**src/rtl/cgra_fu_pkg.sv**
```systemverilog
// Shared definitions for the CGRA functional units: add/sub opcode and
// the carry-chain segment width derivation.
package cgra_fu_pkg;

  typedef enum logic {
    OP_ADD = 1'b0,
    OP_SUB = 1'b1
  } op_e;

  // Guarded so a bad STAGES reaches the elaboration check, not a divide by zero.
  function automatic int unsigned seg_w(input int unsigned width, input int unsigned stages);
    return (stages == 0) ? 1 : width / stages;
  endfunction

endpackage

```
**src/rtl/adder_segment.sv**
```systemverilog
// One slice of the segmented carry chain: W-bit add with carry in/out.
module adder_segment #(
  parameter int unsigned W = 4
) (
  input  logic [W-1:0] a,
  input  logic [W-1:0] b,
  input  logic         cin,
  output logic [W-1:0] s,
  output logic         cout
);

  always_comb begin
    {cout, s} = {1'b0, a} + {1'b0, b} + {{W{1'b0}}, cin};
  end

endmodule

```
**src/rtl/seg_adder_pipe.sv**
```systemverilog
// Pipelined add/sub: the carry chain is cut into STAGES segments, one per
// stage, with the unresolved upper operand bits travelling with each beat.
module seg_adder_pipe
  import cgra_fu_pkg::*;
#(
  parameter int unsigned WIDTH  = 16,
  parameter int unsigned STAGES = 4
) (
  input  logic             clk,
  input  logic             rst_n,
  input  logic             on_off,
  input  logic             in_valid,
  output logic             in_ready,
  input  logic             sub,
  input  logic             carry_in,
  input  logic [WIDTH-1:0] a,
  input  logic [WIDTH-1:0] b,
  output logic             out_valid,
  input  logic             out_ready,
  output logic [WIDTH-1:0] c,
  output logic             carry_out,
  output logic             overflow
);

  localparam int unsigned SEG_W = seg_w(WIDTH, STAGES);
  localparam int unsigned LAST  = STAGES - 1;

  if (STAGES < 1 || WIDTH < 2 || (WIDTH % STAGES) != 0) begin : g_param_check
    $error("seg_adder_pipe: need STAGES >= 1, WIDTH >= 2, WIDTH %% STAGES == 0");
  end

  logic             valid_q [STAGES];
  logic             valid_d [STAGES];
  logic [WIDTH-1:0] opa_q   [STAGES];
  logic [WIDTH-1:0] opa_d   [STAGES];
  logic [WIDTH-1:0] opb_q   [STAGES];
  logic [WIDTH-1:0] opb_d   [STAGES];
  logic [WIDTH-1:0] sum_q   [STAGES];
  logic [WIDTH-1:0] sum_d   [STAGES];
  logic             cy_q    [STAGES];
  logic             cy_d    [STAGES];
  logic             ovf_q, ovf_d;

  logic             src_v   [STAGES];
  logic [WIDTH-1:0] src_a   [STAGES];
  logic [WIDTH-1:0] src_b   [STAGES];
  logic [WIDTH-1:0] src_sum [STAGES];
  logic             src_ci  [STAGES];
  logic [SEG_W-1:0] seg_a   [STAGES];
  logic [SEG_W-1:0] seg_b   [STAGES];
  logic [SEG_W-1:0] seg_s   [STAGES];
  logic             seg_ci  [STAGES];
  logic             seg_co  [STAGES];

  op_e              op_in;
  logic [WIDTH-1:0] b_in;
  logic             ci_in;
  logic             advance;
  logic [WIDTH-1:0] nxt_sum;
  logic             ovf_n;

  always_comb begin
    advance   = on_off && (!valid_q[LAST] || out_ready);
    in_ready  = rst_n && advance;
    out_valid = on_off && valid_q[LAST];
    c         = out_valid ? sum_q[LAST] : '0;
    carry_out = out_valid && cy_q[LAST];
    overflow  = out_valid && ovf_q;
  end

  // Stage k's inputs: the live beat for stage 0, otherwise stage k-1's registers.
  always_comb begin
    op_in      = op_e'(sub);
    b_in       = (op_in == OP_SUB) ? ~b : b;
    ci_in      = (op_in == OP_SUB) ? 1'b1 : carry_in;
    src_v[0]   = in_valid;
    src_a[0]   = a;
    src_b[0]   = b_in;
    src_sum[0] = '0;
    src_ci[0]  = ci_in;
    for (int unsigned k = 1; k < STAGES; k++) begin
      src_v[k]   = valid_q[k-1];
      src_a[k]   = opa_q[k-1];
      src_b[k]   = opb_q[k-1];
      src_sum[k] = sum_q[k-1];
      src_ci[k]  = cy_q[k-1];
    end
    for (int unsigned k = 0; k < STAGES; k++) begin
      seg_a[k]  = src_a[k][k*SEG_W +: SEG_W];
      seg_b[k]  = src_b[k][k*SEG_W +: SEG_W];
      seg_ci[k] = src_ci[k];
    end
  end

  for (genvar k = 0; k < STAGES; k++) begin : g_seg
    adder_segment #(.W(SEG_W)) u_seg (
      .a    (seg_a[k]),
      .b    (seg_b[k]),
      .cin  (seg_ci[k]),
      .s    (seg_s[k]),
      .cout (seg_co[k])
    );
  end

  always_comb begin
    nxt_sum = '0;
    ovf_n   = (src_a[LAST][WIDTH-1] == src_b[LAST][WIDTH-1]) &&
              (seg_s[LAST][SEG_W-1] != src_a[LAST][WIDTH-1]);
    ovf_d   = advance ? ovf_n : ovf_q;
    for (int unsigned k = 0; k < STAGES; k++) begin
      nxt_sum                      = src_sum[k];
      nxt_sum[k*SEG_W +: SEG_W]    = seg_s[k];
      valid_d[k] = advance ? src_v[k]  : valid_q[k];
      opa_d[k]   = advance ? src_a[k]  : opa_q[k];
      opb_d[k]   = advance ? src_b[k]  : opb_q[k];
      sum_d[k]   = advance ? nxt_sum   : sum_q[k];
      cy_d[k]    = advance ? seg_co[k] : cy_q[k];
    end
  end

  always_ff @(posedge clk or negedge rst_n) begin
    if (!rst_n) begin
      for (int unsigned k = 0; k < STAGES; k++) begin
        valid_q[k] <= 1'b0;
        opa_q[k]   <= '0;
        opb_q[k]   <= '0;
        sum_q[k]   <= '0;
        cy_q[k]    <= 1'b0;
      end
      ovf_q <= 1'b0;
    end else begin
      for (int unsigned k = 0; k < STAGES; k++) begin
        valid_q[k] <= valid_d[k];
        opa_q[k]   <= opa_d[k];
        opb_q[k]   <= opb_d[k];
        sum_q[k]   <= sum_d[k];
        cy_q[k]    <= cy_d[k];
      end
      ovf_q <= ovf_d;
    end
  end

endmodule

```
**config.mk**
```make
export PLATFORM = sky130hd
export DESIGN_NAME = seg_adder_pipe
export DESIGN_NICKNAME = d
export VERILOG_FILES = /design/src/rtl/cgra_fu_pkg.sv /design/src/rtl/adder_segment.sv /design/src/rtl/seg_adder_pipe.sv
export SDC_FILE = /design/constraint.sdc
export NUM_CORES = 1
export LEC_CHECK = 0
export CORE_ASPECT_RATIO = 0.75
export CORE_MARGIN = 2
export CORE_UTILIZATION = 30
export DETAILED_ROUTE_END_ITERATION = 6
export GPL_ROUTABILITY_DRIVEN = 0
export SLEW_MARGIN = 10
export SYNTH_ARGS = -nofsm -noshare
export SYNTH_HDL_FRONTEND = slang
export SYNTH_HIERARCHICAL = 1
export SYNTH_SLANG_ARGS = --single-unit
```
**constraint.sdc**
```tcl
create_clock -name clk -period 2.3 [get_ports clk]
set_clock_uncertainty 0.15 [all_clocks]
set_input_delay 0.345 -clock clk [delete_from_list [all_inputs] [get_ports clk]]
set_output_delay 0.345 -clock clk [all_outputs]
set_load 0.005 [all_outputs]
```
==> out/metrics.csv <==
metric,value,unit
status,finished clean,
synthesized area,4494,sq um
Hold Path Sink,sum_q[9]$_DFFE_PN0P_,
CP max FO,20,
final worst-path cycle share,0.9420,
total negative setup slack,0,ps
reg-to-reg endpoint,ovf_q$_DFFE_PN0P_,
CP Launch Type,flop,
"EDFF count, synth",0,
Sw Ratio,0.2881,
Post-synth ARST share,1.000,
die height,110,um
WS Path Type,reg -> out,
Rel. slew slack,0.4386,
Max Used Layer,met4,
Worst EP arrival,1670,ps
placed cell area,5340,sq um
ranking of synthesized cells by area,"dfrtp_1 54%, mux2_2 20%, mux2_1 4.0%",
filler instances,1410,
Crit path largest cell delay,510,ps
Yosys reg bits,97,
Comb power frac,0.358,
antenna-violating nets left,0,
worst r2r src,opa_q[28]$_DFFE_PN0P_,
total CTS buffers,9,
worst hold-check path type,reg -> reg,
Ys Warns,6,
per-cell routed wire length,13.14,um
Clock Sinks,97,
metal2 WL,3.575,mm
critical path required time,1800,ps
Setup crit end kind,primary output,
ANT cells,0,
post-route insts no fill,588,
aggregate global-route resource usage,0.1049,
via count,2503,
DR pass1 iterations,4,
top-area cell type share of the netlist area,0.5401,
number of DRC markers in iteration 0,87,
register area share after synthesis,0.5401,
cell chain of the critical path,buf_4 -> and3_1 -> clkdlybuf4s50_1,
"number of placed instances, taps included",571,
Root Buffer,clkbuf_16,
Worst-Skew Late Latency,340,ps
# rows,38,
P_int,4.847,mW
Switch Pwr,1.961,mW
Core ar.,14550,sq um
LEAKAGE,2.488,nW
io pins,59,
Routed WL,7.729,mm
H-tree levels,3,
clock group share of total power,0.216,
Initial Util,0.3089,
clk buf depth,2,
Max-Cap Viols,0,
R2R cell count,6,
Nets,442,
Area Growth Syn to Fin,25.67,%
Synth cell types,25,
R2R setup slack,260,ps
ys flop type,dfrtp_1,
# port buffers,58,
RSZ-0062 raised after global routing,false,
remaining global-route overflow,0,
Tmin final,2167,ps
Worst-Margin Slew,842.1,ps
initial antenna violation count,0,
final hold vios,0,
Hold Path Stages,1,
max-slew violations,0,
DIE WIDTH,145.3,um
Synth area leader,dfrtp_1,
share of layout cells above drive strength 1,0.3067,
highest clock rate,461.6,MHz
die area,15990,sq um
Vias/cell,4.257,
pwr dens,1205,nW/um^2
"commonest non-fill, non-tap cell in the layout",dfrtp_1,
first-pass GRT wire length,13.09,mm
HP Start,nxt_sum[9]$_DFFE_PN0P_,
total length of routed met3 wires,288,um
final instance area,5648,sq um
M1 wire length,3.774,mm
largest net degree at the start of global routing,67,
VDD IR max,384.8,uV
clk slew on worst S/H paths,60,ps
CTS tree,done,
vias in the first global route,2628,
Synth Area per Inst,14.18,sq um
number of nets produced by synthesis,376,
most frequent cells in the layout,"97 x dfrtp_1, 81 x mux2_2, 55 x clkdlybuf4s50_1, 18 x and3_1, 17 x inv_1",
Reg power frac,0.426,
Syn Inst Count,317,
DP Wirelength,5.488,mm
"slowest stage cell, crit path",clkdlybuf4s50_1,
number of remaining DRC errors,0,
Final Setup Violations,0,
[power groups by stage]
stage | logic (mW) | registers (mW) | clock network (mW)
floorplan | 1.90 | 2.80 | 0
global placement | 2.43 | 2.91 | 0
detailed placement | 2.49 | 2.94 | 0
CTS | 2.50 | 2.91 | 1.53
global route | 2.77 | 3.02 | 1.59
finish | 2.44 | 2.90 | 1.47
[per-layer routing]
metal  vias up  track usage
li1       1214            -
met1      1239       0.1382
met2        40       0.1645
met3        10      0.03457
met4         0      0.03571
met5         -            0
[synthesized netlist by cell type, types with 5 or more instances]
cell type and count:
dfrtp_1 97, mux2_1 16, nand2b_1 5, xor2_1 16, and3_1 18, inv_1 17, ha_1 12, buf_2 9
fa_1 8, mux2_2 81, xnor2_1 8
[worst max path at each step]
stage | to | depth (start not counted) | slack (ps) | from
after global placement | cy_q[3]$_DFFE_PN0P_ | 9 | -270 | sub
after floorplan | cy_q[3]$_DFFE_PN0P_ | 10 | 7 | sub
after CTS | cy_q[3]$_DFFE_PN0P_ | 9 | 50 | sub
after global routing | c[6] | 3 | 40 | valid_q[0]$_DFFE_PN0P_
final | c[6] | 3 | 130 | valid_q[0]$_DFFE_PN0P_
after detailed placement | cy_q[3]$_DFFE_PN0P_ | 9 | -320 | sub
[critical path: cells and delay by family (launching register included)]
| family | cells | cell delay, ps |
|---|---|---|
| buf+inv | 2 | 740 |
| flops | 1 | 360 |
| simple gates | 1 | 230 |
[sequential cells by signal, indices dropped and copies added (netlist names)]
register / count
nxt_sum: 12
ovf_q: 1
src_sum: 12
opa_q: 24
src_v: 3
opb_q: 24
cy_q: 4
sum_q: 16
valid_q: 1
[metrics by stage]
step | util | hold slack (ps) | setup WS (ps) | power [mW]
final | 0.3882 | 329.5 | 133.4 | 6.809
after global routing | 0.3882 | 352.4 | 43.97 | 7.376
after CTS | 0.3880 | 335.9 | 45.14 | 6.940
after detailed placement | 0.3670 | 272.1 | -315.9 | 5.431
after global placement | 0.3670 | 270.3 | -265.7 | 5.335
after floorplan | - | -100.6 | 7.255 | 4.695
[area by class of cell]
| class | instances | area, sq um | area share |
|---|---|---|---|
| inverter | 18 | 67.56 | 0.01196 |
| tap | 200 | 250.2 | 0.04431 |
| clock inverter | 6 | 57.56 | 0.01019 |
| sequential | 97 | 2427 | 0.4298 |
| clock buffer | 10 | 239.0 | 0.04231 |
| timing repair buffer | 71 | 691.9 | 0.1225 |
| multi-input combinational | 186 | 1914 | 0.3389 |
[logic make-up (layout without fill, tap and decap cells)]
kind of cell               after synthesis  after routing  synth area share
DFF                                     97             97            0.5401
buffers and inverters                   34            105           0.03508
xor gates and xnor gates                24             24           0.04677
and+or+nand+nor                         31             31           0.04204
adders and majority gates               20             20           0.06904
AOI/OAI and AO/OA                       14             14           0.02394
muxes                                   97             97            0.2430
[repair_timing]
| item | 4_1_cts | 5_1_grt |
|---|---|---|
| hold buffers | 1 | 0 |
| buffers inserted | 0 | 0 |
| endpoints found under the hold margin | 31 | 0 |
| resized for setup | 1 | 1 |
| setup endpoints to repair | 1 | 2 |
(Power assumes the default switching activity.)
